==> config.mk <==
export PLATFORM = sky130hd
export DESIGN_NAME = mc_ctrl
export DESIGN_NICKNAME = d
export VERILOG_FILES = /design/src/rtl/mc_ctrl.sv
export SDC_FILE = /design/constraint.sdc
export NUM_CORES = 1
export LEC_CHECK = 0
export CAP_MARGIN = 20
export CORE_MARGIN = 1.5
export CORE_UTILIZATION = 34
export CTS_BUF_LIST = sky130_fd_sc_hd__clkbuf_2 sky130_fd_sc_hd__clkbuf_4 sky130_fd_sc_hd__clkbuf_8
export CTS_CLUSTER_SIZE = 12
export DETAILED_ROUTE_END_ITERATION = 6
export PLACE_DENSITY = 0.76
export SLEW_MARGIN = 20
export SYNTH_ARGS = -nofsm -noshare
export SYNTH_HDL_FRONTEND = slang
export SYNTH_SLANG_ARGS = --single-unit
==> constraint.sdc <==
create_clock -name clk -period 1.5 [get_ports clk]
set_input_delay 0.225 -clock clk [delete_from_list [all_inputs] [get_ports clk]]
set_output_delay 0.225 -clock clk [all_outputs]
set_load 0.05 [all_outputs]
==> src/rtl/mc_ctrl.sv <==
// mc_ctrl: multi-cycle MIPS control FSM (optional MC_CTRL_HALT_ON_ILLEGAL_EN halts on undefined instructions)
module mc_ctrl (
  input  logic       clk,
  input  logic       reset,
  input  logic       stall,
  input  logic [5:0] op,
  input  logic [5:0] funct,
  input  logic       zero,
  output logic       ir_we,
  output logic       pc_we,
  output logic       branch,
  output logic       jal,
  output logic       jr,
  output logic       reg_we,
  output logic [1:0] reg_dst,
  output logic [1:0] wd_sel,
  output logic       alu_src,
  output logic [1:0] ext_op,
  output logic [1:0] alu_op,
  output logic       mem_we,
  output logic       illegal,
  output logic [2:0] state
);
  typedef enum logic [2:0] {
    S_IF   = 3'd0,
    S_ID   = 3'd1,
    S_EXE  = 3'd2,
    S_MEM  = 3'd3,
    S_WB   = 3'd4,
    S_HALT = 3'd5
  } state_t;
`ifdef MC_CTRL_HALT_ON_ILLEGAL_EN
  localparam logic halt_en = 1'b1;
`else
  localparam logic halt_en = 1'b0;
`endif
  state_t cur, nxt;
  logic done;
  logic d_addu, d_subu, d_jr, d_ori, d_lui, d_lw, d_sw, d_beq, d_jal, d_und;
  logic unused_zero;
  // zero only steers the next-PC unit together with branch; the FSM path of beq does not depend on it
  assign unused_zero = zero;
  assign d_addu = op == 6'h00 && funct == 6'h21;
  assign d_subu = op == 6'h00 && funct == 6'h23;
  assign d_jr   = op == 6'h00 && funct == 6'h08;
  assign d_ori  = op == 6'h0D;
  assign d_lui  = op == 6'h0F;
  assign d_lw   = op == 6'h23;
  assign d_sw   = op == 6'h2B;
  assign d_beq  = op == 6'h04;
  assign d_jal  = op == 6'h03;
  assign d_und  = !(d_addu || d_subu || d_jr || d_ori || d_lui || d_lw || d_sw || d_beq || d_jal);
  // next state and the "this is the instruction's final state" flag that drives pc_we
  always_comb begin
    nxt  = S_IF;
    done = 1'b0;
    case (cur)
      S_IF:   nxt = S_ID;
      S_ID: begin
        done = d_jr || (d_und && !halt_en);
        nxt  = d_jal ? S_WB : d_jr ? S_IF : d_und ? (halt_en ? S_HALT : S_IF) : S_EXE;
      end
      S_EXE: begin
        done = d_beq;
        nxt  = d_beq ? S_IF : (d_lw || d_sw) ? S_MEM : S_WB;
      end
      S_MEM: begin
        done = d_sw;
        nxt  = d_sw ? S_IF : S_WB;
      end
      S_WB: begin
        done = 1'b1;
        nxt  = S_IF;
      end
      S_HALT: nxt = halt_en ? S_HALT : S_IF;
      default: nxt = S_IF;
    endcase
  end
  // state register; stall freezes it, reset abandons any instruction in flight
  always_ff @(posedge clk or posedge reset) begin
    if (reset) cur <= S_IF;
    else if (!stall) cur <= nxt;
  end
  // per-state controls; enables are gated by stall, selects are not
  always_comb begin
    ir_we   = cur == S_IF && !stall;
    pc_we   = done && !stall;
    branch  = cur == S_EXE && d_beq;
    jal     = cur == S_WB && d_jal;
    jr      = cur == S_ID && d_jr;
    reg_we  = cur == S_WB && !stall;
    reg_dst = cur != S_WB ? 2'd0 : (d_addu || d_subu) ? 2'd1 : d_jal ? 2'd2 : 2'd0;
    wd_sel  = cur != S_WB ? 2'd0 : d_lw ? 2'd1 : d_jal ? 2'd2 : 2'd0;
    alu_src = cur == S_EXE && (d_ori || d_lui || d_lw || d_sw);
    ext_op  = cur != S_EXE ? 2'd0 : d_lui ? 2'd2 : (d_lw || d_sw || d_beq) ? 2'd1 : 2'd0;
    alu_op  = cur != S_EXE ? 2'd0 : (d_subu || d_beq) ? 2'd1 : d_ori ? 2'd2 : 2'd0;
    mem_we  = cur == S_MEM && d_sw && !stall;
    illegal = halt_en && cur == S_HALT;
    state   = cur;
  end
endmodule

==> impl_results.md, run 1 <==
- Cell count after synthesis: 80
- Hold Buf Count CTS: 0
- Stop err: [ERROR DPL-0038] Utilization greater than 100%, impossible to legalize
- Syn nets: 96
- Vert. Die Dim: ~45 µm
- Inserted Clock Buffers: 3
- Seq/Total Area, Yosys: 0.1277
- Yosys reg bits: 3
- Row count: 14
- Post-CTS Resized: a little under 70
- Post-CTS setup buffers: 13
- Dpl cell area: roughly 0.0014 mm²
- Status: stopped before the end
- Ys Warns: 0
- RD Place Congestion: 0.8654
- Avg Synthesized Cell Area: 7.351 µm²
- Port Buffers: 33
- Clk buf depth: 2
- Root Driver: clkbuf_4
- Starting Density: 0.3772
- Stopped at: clock tree synthesis (4_1_cts)
- Post-Syn Area: ~590 µm²
- Hpwl dp: slightly below 2000 µm
- Distinct cells, synth: 44
- Top-Level Pins: 36
- DIE WIDTH: roughly 45 µm
- # H-tree levels: 1
- Clock Sinks: 3
[cells by family after synthesis]
family	share of synthesized area
compound gates	0.2468
buf+inv	0.1149
flops	0.1277
other cells	0.006377
simple gates	0.5043
[through the flow]
stage	utilization	instances	setup WS, ns
detailed placement	0.9013	150	-0.7121
floorplan	-	80	-0.6311
global placement	0.9013	150	-0.5426
[cell usage after synthesis (all sizes together)]
cell	instances	area share
and2	1	0.011
or2b	1	0.013
nand2b	1	0.011
a21oi	1	0.0085
buf	6	0.077
or4	1	0.019
nand4	4	0.043
nor4	4	0.043
a21o	1	0.013
a32oi	2	0.030
a21boi	2	0.026
o2111ai	1	0.015
o211a	1	0.017
and2b	1	0.015
nor2	11	0.083
nor3	6	0.070
and3b	2	0.032
nand2	6	0.047
o2111a	1	0.019
a22oi	1	0.013
conb	1	0.0064
and3	1	0.011
o21a	1	0.013
o21ai	1	0.0085
clkbuf	2	0.013
nand3	3	0.026
nor2b	1	0.011
nor4bb	1	0.017
nand4bb	1	0.019
a2111oi	1	0.015
nor3b	1	0.021
o31a	1	0.015
o311ai	2	0.043
o31ai	1	0.013
inv	4	0.026
nor4b	1	0.015
dfrtp	3	0.13
==> inputs of run 2 (changes only) <==
==> config.mk (replaced) <==
export PLATFORM = sky130hd
export DESIGN_NAME = mc_ctrl
export DESIGN_NICKNAME = d
export VERILOG_FILES = /design/src/rtl/mc_ctrl.sv
export SDC_FILE = /design/constraint.sdc
export NUM_CORES = 1
export LEC_CHECK = 0
export CAP_MARGIN = 20
export CORE_AREA = 2 2 63 65
export DETAILED_ROUTE_END_ITERATION = 6
export DIE_AREA = 0 0 65 67
export PLACE_DENSITY_LB_ADDON = 0.15
export SLEW_MARGIN = 20
export SYNTH_ARGS = -nofsm -noshare
export SYNTH_HDL_FRONTEND = slang
export SYNTH_SLANG_ARGS = --single-unit
==> constraint.sdc (replaced) <==
create_clock -name clk -period 1.95 [get_ports clk]
set_input_delay 0.2925 -clock clk [delete_from_list [all_inputs] [get_ports clk]]
set_output_delay 0.2925 -clock clk [all_outputs]
set_load 0.05 [all_outputs]
==> run 2 against run 1 <==
  * The flow now finishes without violations
  * Synthesized cell count did not move
  * Synthesized area did not move
==> impl_results.md, run 2 <==
- Crit Path Class: reg -> out
- Vias per inst: 4.516
- Avg WL per Cell: about 12 µm
- Inserted Clock Buffers: 3 (unchanged)
- Setup TNS: 0 ns
- # H-tree levels: 1 (unchanged)
- Status: completed (was stopped before the end)
- Avg Synthesized Cell Area: 7.351 µm² (unchanged)
- CTS tree: yes
- Post-Syn Area: 588.1 µm² (unchanged)
- Clk buf depth: 2 (unchanged)
- Ys Warns: 0 (unchanged)
- DRC: 0
- Cell count after synthesis: 80 (unchanged)
- Clk_skew: around 0.0036 ns
- Area share of the leading cell type in the synthesized netlist: 0.1277 (unchanged)
- Clock Sinks: 3 (unchanged)
- Root Driver: clkbuf_8 (was clkbuf_4)
- Port Buffers: 33 (unchanged)
- CP required: roughly 1.7 ns
- Final period util: 0.9906
- Worst hold-check path type: in -> async
- Yosys reg bits: 3 (unchanged)
- DRT Wirelength: roughly 2300 µm
- Syn nets: 96 (unchanged)
- Ys flop type: dfrtp_1 (unchanged)
- Fillers: approximately 390
- Hold Buf Count CTS: 0 (unchanged)
- GR Overflow Total: 0
- Starting Density: 0.1631 (was 0.3772)
- CP endpoint kind: primary output
- Die Area: 0.004355 mm²
- Ys async rst share: 1.000 (unchanged)
- Gr usage total: 0.1136
- Area grow syn2layout: 146.0%
- Most frequent cells in the layout: buf_4 (34), buf_12 (15), nor2_1 (5), clkbuf_2 (5)
- Fmax: 0.5177 GHz
- Vias: 849
- First-pass GRT wire length: 3822 µm
- Static Leak: around 0.60 nW
- Max FFs per register: 3
- Nets: ~160
- Hold Violations, Final: 0
- Commonest non-fill, non-tap cell in the layout: buf_4
- Pwr Density: roughly 400 mW/mm²
- Cell taking the most area after synthesis: dfrtp_1 (unchanged)
- Top cells by area in the synthesized netlist: dfrtp_1 (13%), nor2_1 (6.4%), nand4_1 (4.3%) (unchanged)
- Post-synth EDFFs: 0 (unchanged)
- RD Place Congestion: 0.7915 (was 0.8654)
- Final Setup Violations: 0
- Core Box Area: 0.003606 mm²
- DIE WIDTH: 65 µm (was 44.59 µm)
- Ant diodes: 0
- Slew Viols, Final: 0
- Cell with the most instances after synthesis: nor2_1 (unchanged)
- Hpwl dp: 1845 µm (was 1976 µm)
- Seq/Total Area, Yosys: 0.1277 (unchanged)
- Vias in the first global route: 818
- Hold_ws: ~0.25 ns
- TritonRoute pass-1 iters: 4
- Clock slew at reported path FFs: roughly 0.030 ns
- Min cycle time layout: between 1.5 and 2 ns
- Initial antenna violation count: 0
- Vert. Die Dim: 67 µm (was 44.59 µm)
- Setup repair after global routing missed its margin: yes
- Top-Level Pins: 36 (unchanged)
- Layout cells sized above 1: 0.6286
- VDD IR-drop max: 0.1956 mV
- Max cap viols: 0
- Distinct cells, synth: 44 (unchanged)
- Drt first-iter violations: 31
- Critical Path AT: between 1.5 and 2 ns
- Clk Latency, worst-skew pair: 0.21 ns
- Post-synth top cells: nor2_1 (10), nor3_1 (5) (unchanged)
- Crit path launch type: flip-flop
- Row count: 22 (was 14)
- Largest net degree at the start of global routing: 11
- Routed Antenna Nets: 0
- CP max FO: 2
[run 2: final timing paths]
| kind | from | slack (ns) | end | depth (start not counted) |
|---|---|---|---|---|
| max | state[2]$_DFFE_PP0N_ | 0.02 | ext_op[1] | 6 |
| min | reset | 0.25 | state[0]$_DFFE_PP0N_ | 2 |
| max in group asynchronous | reset | 1.56 | state[2]$_DFFE_PP0N_ | 2 |
| min in group clk | state[1]$_DFFE_PP0N_ | 0.67 | state[1]$_DFFE_PP0N_ | 2 |
| max reg2reg | state[1]$_DFFE_PP0N_ | 0.61 | state[2]$_DFFE_PP0N_ | 4 |
| min reg2reg | state[1]$_DFFE_PP0N_ | 0.67 | state[1]$_DFFE_PP0N_ | 2 |
[run 2: cell families after synthesis]
kind of cell           synth area share
AO/OA/AOI/OAI                    0.2468
buffers and inverters            0.1149
flip-flops                       0.1277
other                          0.006377
AND/OR/NAND/NOR                  0.5043
[run 2: what timing repair did]
action,CTS,global route
pin swaps,7,7
setup endpoints to repair,14,9
gates resized for setup,14,13
setup buffers,4,1
[run 2: area by class of cell]
type / instances / area (µm²) / share of cell area
Clock buffer: 4 / 45.04 / 0.03114
Inverter: 4 / 15.01 / 0.01038
Multi-Input combinational cell: 65 / 565.5 / 0.3910
Sequential cell: 3 / 78.83 / 0.05450
Tap cell: 48 / 60.06 / 0.04152
Timing Repair Buffer: 64 / 681.9 / 0.4715
[run 2: where the power goes]
group | internal, mW | switching [mW] | total [mW]
combinational | 0.142 | 0.177 | 0.320
sequential | 0.0721 | 0.0114 | 0.0835
clock | 0.139 | 0.0372 | 0.176
total | 0.354 | 0.226 | 0.580
[run 2: layer usage]
layer | up-vias | share of wire | wire [µm] | GRT usage
li1 | 421 | - | - | -
met1 | 401 | 0.48 | 1080 | 0.1583
met2 | 25 | 0.46 | 1052 | 0.1740
met3 | 2 | 0.054 | 123 | 0.02534
met4 | 0 | 0.0031 | 7 | 0.03191
met5 | - | 0 | 0 | 0
[run 2: stage by stage]
stage	util	total power [mW]	cell area (µm²)	instances	setup slack, ns
global placement	0.3789	0.3871	1366	179	-0.2436
floorplan	-	0.2679	694.4	80	-0.2627
global route	0.4011	0.6228	1446	188	-0.04259
detailed placement	0.3789	0.3894	1366	179	-0.2530
finish	0.4011	0.5796	1446	188	0.01836
CTS	0.4001	0.5834	1443	187	-0.003838
[run 2: critical path: stages (launching register included)]
cell and delay [ns]:
dfrtp_2 0.41, nor2_4 0.12, nand2_2 0.07, or4_4 0.44, buf_4 0.16, nor2_4 0.09, buf_12 0.14
Power figures use the tool's default switching activity.
==> inputs of run 3 (changes only) <==
--- a/config.mk
+++ b/config.mk
@@ -10,6 +10,7 @@
 export DETAILED_ROUTE_END_ITERATION = 6
 export DIE_AREA = 0 0 65 67
 export PLACE_DENSITY_LB_ADDON = 0.15
+export REMOVE_ABC_BUFFERS = 1
 export SLEW_MARGIN = 20
 export SYNTH_ARGS = -nofsm -noshare
 export SYNTH_HDL_FRONTEND = slang
==> run 3 against run 2 <==
  * The flow now finishes with violations (setup timing)
  * Utilization grew 0.14 points
  * Register-to-register slack is essentially flat
  * Clock-buffer cell count is the same
  * Largest cell class unchanged
  * Highest routed layer unchanged
==> impl_results.md, run 3 (synthesis results as in run 2) <==
- Clock Sinks: 3 (unchanged)
- Slowest library cell on the worst path: or4_4 (unchanged)
- GR Overflow Total: 0 (unchanged)
- Gr usage total: 0.1142 (was 0.1136)
- Max cap viols: 0 (unchanged)
- Root Driver: clkbuf_8 (unchanged)
- Die Area: 0.004355 mm² (unchanged)
- Most frequent cells in the layout: buf_4 (42), buf_12 (16), nor2_1 (8), dlygate4sd2_1 (6) (was buf_4 (34), buf_12 (15), nor2_1 (5), clkbuf_2 (5))
- Crit path launch type: flip-flop (unchanged)
- Final period util: 1.004 (was 0.9906)
- CP endpoint kind: primary output (unchanged)
- DP Cell Count: 186 (was 179)
- DRC: 0 (unchanged)
- DRT Wirelength: 2435 µm (was 2263 µm)
- Avg WL per Cell: 12.42 µm (was 12.04 µm)
- First-pass GRT wire length: 3919 µm (was 3822 µm)
- DIE WIDTH: 65 µm (unchanged)
- Static Leak: 0.6084 nW (was 0.5979 nW)
- Vias in the first global route: 881 (was 818)
- Setup repair after global routing missed its margin: yes (unchanged)
- Core Box Area: 0.003606 mm² (unchanged)
- Clock slew at reported path FFs: 0.03 ns (about the same)
- Fillers: 363 (was 385)
- Switching share of power: 0.3896 (was 0.3900)
- VDD IR-drop max: 0.2236 mV (was 0.1956 mV)
- Fmax: 0.5108 GHz (was 0.5177 GHz)
- Crit Path Class: reg -> out (unchanged)
- Clk_skew: 0.002183 ns (was 0.003586 ns)
- Clock share of power: 0.313 (was 0.304)
- Comb pwr share: 0.547 (was 0.552)
- Drt first-iter violations: 40 (was 31)
- Routed Antenna Nets: 0 (unchanged)
- P_sw: 0.2202 mW (was 0.2260 mW)
- CTS tree: yes (unchanged)
- Ant diodes: 0 (unchanged)
- Internal power: 0.3450 mW (was 0.3536 mW)
- CP max FO: 2 (unchanged)
- Nets: 165 (was 157)
- Vias: 878 (was 849)
- Seq pwr share: 0.139 (was 0.144)
- Critical Path AT: 1.67 ns (was 1.64 ns)
- Inserted Clock Buffers: 3 (unchanged)
- Cells along the critical path: nor2_4, nand2_2, or4_4, nor3b_4, buf_12 (was nor2_4, nand2_2, or4_4, buf_4, nor2_4, buf_12)
- CP required: 1.66 ns (about the same)
- Initial antenna violation count: 0 (unchanged)
- Layout cells sized above 1: 0.5743 (was 0.6286)
- Starting Density: 0.1631 (unchanged)
- Setup TNS: -0.007578 ns (was 0 ns)
- # H-tree levels: 1 (unchanged)
- Failing checks: setup timing
- Pre-CTS setup slack: -0.3001 ns (was -0.2530 ns)
- Worst hold-check path type: in -> async (unchanged)
- Hold Violations, Final: 0 (unchanged)
- Commonest non-fill, non-tap cell in the layout: buf_4 (unchanged)
- Clk Latency, worst-skew pair: 0.21 ns (about the same)
- Final Setup Violations: 1 (was 0)
- Worst path max stage delay: 0.45 ns (was 0.44 ns)
- TritonRoute pass-1 iters: 4 (unchanged)
- CP Buf/Inv Count: 1 (was 2)
- RD Place Congestion: 0.7190 (was 0.7915)
- Vert. Die Dim: 67 µm (unchanged)
- Hpwl dp: 1983 µm (was 1845 µm)
- Setup ws final: -0.007578 ns (was 0.01836 ns)
- Port Buffers: 33 (unchanged)
- Row count: 22 (unchanged)
- Max FFs per register: 3 (unchanged)
- Slew Viols, Final: 0 (unchanged)
- Top-Level Pins: 36 (unchanged)
- Cell Count, Final, Fillers Out: 196 (was 188)
- Area grow syn2layout: 146.8% (was 146.0%)
- Status: complete, but fails checks (was completed)
- Hold Buf Count CTS: 0 (unchanged)
- Vias per inst: 4.480 (was 4.516)
- Pwr Density: 389.5 mW/mm² (was 400.7 mW/mm²)
- Min cycle time layout: 1.958 ns (was 1.932 ns)
- Largest net degree at the start of global routing: 11 (unchanged)
- CP delay by family, top: simple AND/OR/NAND/NOR gates (unchanged)
- Clk buf depth: 2 (unchanged)
-- run 3: worst register-to-register path: stages (launching register included) --
cell and delay (ns):
dfrtp_1 0.39, buf_4 0.18, nor2_1 0.15, buf_4 0.14
o311ai_0 0.14, o31ai_1 0.23
-- run 3: timing repair --
| item | in CTS | in global routing |
|---|---|---|
| endpoints found under the setup margin | 14 | 11 |
| setup buffers | 5 | 1 |
| hold endpoints to repair | 0 | 0 |
| pin swaps | 9 | 4 |
| gates resized for setup | 22 | 11 |
| gates cloned | 0 | 0 |
-- run 3: layout make-up --
class	instances	area [µm²]	share of cell area
inverters	4	15.01	0.01034
multi-input cells	65	500.5	0.3448
flip-flops and latches	3	75.07	0.05172
repair buffers	72	755.7	0.5207
well taps	48	60.06	0.04138
clock buffers	4	45.04	0.03103
-- run 3: final timing paths --
kind / startpoint / end / slack (ns) / cells after the start
worst max-delay path: state[0]$_DFFE_PP0N_ / alu_op[1] / -0.008 / 5
worst min-delay path: reset / state[0]$_DFFE_PP0N_ / 0.26 / 2
worst max register to register: state[2]$_DFFE_PP0N_ / state[1]$_DFFE_PP0N_ / 0.60 / 5
worst min register to register: state[1]$_DFFE_PP0N_ / state[1]$_DFFE_PP0N_ / 0.72 / 2
max in group asynchronous: reset / state[1]$_DFFE_PP0N_ / 1.56 / 2
min in group clk: state[1]$_DFFE_PP0N_ / state[1]$_DFFE_PP0N_ / 0.72 / 2
-- run 3: power by group through the flow --
| stage | combinational [mW] | sequential, mW | clock, mW |
|---|---|---|---|
| 4_1_cts | 0.304 | 0.0789 | 0.181 |
| 3_5_place_dp | 0.305 | 0.0794 | 0 |
| 2_1_floorplan | 0.103 | 0.119 | 0 |
| 5_1_grt | 0.331 | 0.0796 | 0.189 |
| 6_report | 0.309 | 0.0787 | 0.177 |
| 3_3_place_gp | 0.301 | 0.0791 | 0 |
-- run 3: metrics by stage --
| stage | total power, mW | hold slack, ns | area [µm²] | util |
|---|---|---|---|---|
| 5_1_grt | 0.5994 | 0.2680 | 1451 | 0.4025 |
| 2_1_floorplan | 0.2226 | 0.04614 | 535.5 | - |
| 3_3_place_gp | 0.3801 | 0.4731 | 1326 | 0.3678 |
| 6_report | 0.5652 | 0.2568 | 1451 | 0.4025 |
| 4_1_cts | 0.5641 | 0.2605 | 1421 | 0.3942 |
| 3_5_place_dp | 0.3843 | 0.4785 | 1326 | 0.3678 |
-- run 3: routing by layer --
metal,wire length (µm),track usage,vias to the layer above
met5,0,0,-
met4,38,0.02394,0
met3,119,0.01520,4
met2,1275,0.2113,29
met1,1002,0.1397,406
li1,-,-,439
==> inputs of run 4 (changes only) <==
--- a/config.mk
+++ b/config.mk
@@ -10,6 +10,7 @@
 export DETAILED_ROUTE_END_ITERATION = 6
 export DIE_AREA = 0 0 65 67
 export PLACE_DENSITY_LB_ADDON = 0.15
+export RECOVER_POWER = 50
 export REMOVE_ABC_BUFFERS = 1
 export SLEW_MARGIN = 20
 export SYNTH_ARGS = -nofsm -noshare
==> run 4 against run 3 <==
  * The run still ends with setup timing left
  * Non-clock buffer count stayed put
  * Clock-buffer cell count unchanged
  * Worst setup slack got worse by 0.0011 ns
  * Sequential share of layout area grew 0.13 points
  * Utilization is 1.0 points lower
  * Flip-flop and latch count unchanged
  * Total power down 1.3%
  * Combinational power fell by 2%
  * Sequential power about the same
  * Critical path type unchanged
  * Highest routed layer unchanged
==> impl_results.md, run 4 (synthesis results as in run 2) <==
- Rel. slew slack: 0.5997
- VDD IR-drop max: 0.2148 mV (was 0.2236 mV)
- Min cycle time layout: 1.959 ns (was 1.958 ns)
- Setup TNS: -0.008644 ns (was -0.007578 ns)
- Initial antenna violation count: 0 (unchanged)
- First-pass GRT wire length: 3919 µm (unchanged)
- Die Area: 0.004355 mm² (unchanged)
- Comb pwr share: 0.541 (was 0.547)
- Port Buffers: 33 (unchanged)
- Seq pwr share: 0.141 (was 0.139)
- P_sw: 0.2208 mW (was 0.2202 mW)
- Routed Antenna Nets: 0 (unchanged)
- Ant diodes: 0 (unchanged)
- Slew Viols, Final: 0 (unchanged)
- Vias per inst: 4.459 (was 4.480)
- Final period util: 1.004 (about the same)
- Hold Violations, Final: 0 (unchanged)
- Nets: 165 (unchanged)
- Setup ws final: -0.008644 ns (was -0.007578 ns)
- Hold Buf Count CTS: 0 (unchanged)
- Setup repair after global routing missed its margin: yes (unchanged)
- Clk buf depth: 2 (unchanged)
- Hpwl dp: 1983 µm (unchanged)
- Row count: 22 (unchanged)
- Cell Count, Final, Fillers Out: 196 (unchanged)
- Static Leak: 0.5849 nW (was 0.6084 nW)
- Fmax: 0.5106 GHz (was 0.5108 GHz)
- DRC: 0 (unchanged)
- Total area of sequential cells: 75.07 µm² (unchanged)
- Core Box Area: 0.003606 mm² (unchanged)
- Avg WL per Cell: 12.61 µm (was 12.42 µm)
- Root Driver: clkbuf_8 (unchanged)
- Crit Path Class: reg -> out (unchanged)
- DP Cell Count: 186 (unchanged)
- TritonRoute pass-1 iters: 4 (unchanged)
- Failing checks: setup timing (unchanged)
- CP Launch Point: state[0]$_DFFE_PP0N_ (unchanged)
- Vert. Die Dim: 67 µm (unchanged)
- Pre-CTS setup slack: -0.3001 ns (unchanged)
- Clock share of power: 0.317 (was 0.313)
- GR Overflow Total: 0 (unchanged)
- Worst-margin pin slew: 0.6031 ns
- Area grow syn2layout: 140.6% (was 146.8%)
- Pwr Density: 394.3 mW/mm² (was 389.5 mW/mm²)
- CP endpoint kind: primary output (unchanged)
- Gr usage total: 0.1142 (unchanged)
- # H-tree levels: 1 (unchanged)
- RD Place Congestion: 0.7190 (unchanged)
- Hold_ws: 0.3937 ns (was 0.2568 ns)
- Switching share of power: 0.3958 (was 0.3896)
- Most frequent cells in the layout: buf_4 (37), buf_12 (15), nor2_1 (8), clkbuf_1 (6), dlygate4sd2_1 (6) (was buf_4 (42), buf_12 (16), nor2_1 (8), dlygate4sd2_1 (6))
- Starting Density: 0.1631 (unchanged)
- CP max FO: 2 (unchanged)
- Status: complete, but fails checks (unchanged)
- Fillers: 372 (was 363)
- Max cap viols: 0 (unchanged)
- Clk_skew: 0.002183 ns (unchanged)
- Commonest non-fill, non-tap cell in the layout: buf_4 (unchanged)
- Inserted Clock Buffers: 3 (unchanged)
- CTS tree: yes (unchanged)
- Power Total: 0.5580 mW (was 0.5652 mW)
- Layout cells sized above 1: 0.5338 (was 0.5743)
- Worst hold-check path type: in -> async (unchanged)
- Multi-input logic area: 498.0 µm² (was 500.5 µm²)
- DIE WIDTH: 65 µm (unchanged)
- Drt first-iter violations: 44 (was 40)
- Fin util: 0.3924 (was 0.4025)
- Design area: 0.001415 mm² (was 0.001451 mm²)
- DRT Wirelength: 2472 µm (was 2435 µm)
- Vias in the first global route: 881 (unchanged)
- Vias: 874 (was 878)
- Crit path launch type: flip-flop (unchanged)
- Clock Sinks: 3 (unchanged)
- Worst r2r src: state[2]$_DFFE_PP0N_ (unchanged)
- Final Setup Violations: 1 (unchanged)
- Internal power: 0.3371 mW (was 0.3450 mW)
- Top-Level Pins: 36 (unchanged)
- Dpl cell area: 0.001326 mm² (unchanged)
- Critical Path AT: 1.67 ns (about the same)
- CP required: 1.66 ns (about the same)
- Clock slew at reported path FFs: 0.03 ns (about the same)
- Max FFs per register: 3 (unchanged)
- Clk Latency, worst-skew pair: 0.21 ns (about the same)
- Largest net degree at the start of global routing: 11 (unchanged)
==> run 4: changes by cell type in the layout (fill, tap and decap cells not counted), sizes merged <==
cell,change
buf,-6
clkbuf,+6
clkdlybuf4s50,-1
dlygate4sd3,+1
==> run 4: path summary, 6_finish.rpt <==
path / endpoint / slack, ns / cells past startpoint
worst max-delay path: alu_op[1] / -0.009 / 5
worst min-delay path: state[0]$_DFFE_PP0N_ / 0.39 / 2
worst max register to register: state[1]$_DFFE_PP0N_ / 0.60 / 5
worst min register to register: state[1]$_DFFE_PP0N_ / 0.72 / 2
max in group asynchronous: state[1]$_DFFE_PP0N_ / 1.43 / 2
min in group clk: state[1]$_DFFE_PP0N_ / 0.72 / 2
==> run 4: what timing repair did <==
action,in CTS,in global routing
resized for setup,22,11
pin swaps,9,4
endpoints found under the setup margin,14,11
setup buffers,5,1
==> run 4: metal layers <==
layer / up-vias / global-route usage / share of wire
li1: 439 / - / -
met1: 406 / 0.1397 / 0.42
met2: 25 / 0.2113 / 0.52
met3: 4 / 0.01520 / 0.046
met4: 0 / 0.02394 / 0.015
met5: - / 0 / 0
==> run 4: worst max-delay path: stages (launching register included) <==
cell and delay [ns]:
dfrtp_1 0.39, nor2_4 0.13, nand2_2 0.09, or4_4 0.45, nor3b_4 0.23, buf_12 0.16
==> run 4: power by group through the flow <==
stage | clock network (mW) | logic, mW | registers, mW
2_1_floorplan | 0 | 0.103 | 0.119
3_3_place_gp | 0 | 0.301 | 0.0791
3_5_place_dp | 0 | 0.305 | 0.0794
4_1_cts | 0.181 | 0.304 | 0.0789
5_1_grt | 0.189 | 0.324 | 0.0796
6_report | 0.177 | 0.302 | 0.0787
==> run 4: cell type report <==
cell class / instances / area share
Timing Repair Buffer: 72 / 0.5102
Multi-Input combinational cell: 65 / 0.3519
Tap cell: 48 / 0.04244
Sequential cell: 3 / 0.05305
Inverter: 4 / 0.01061
Clock buffer: 4 / 0.03183
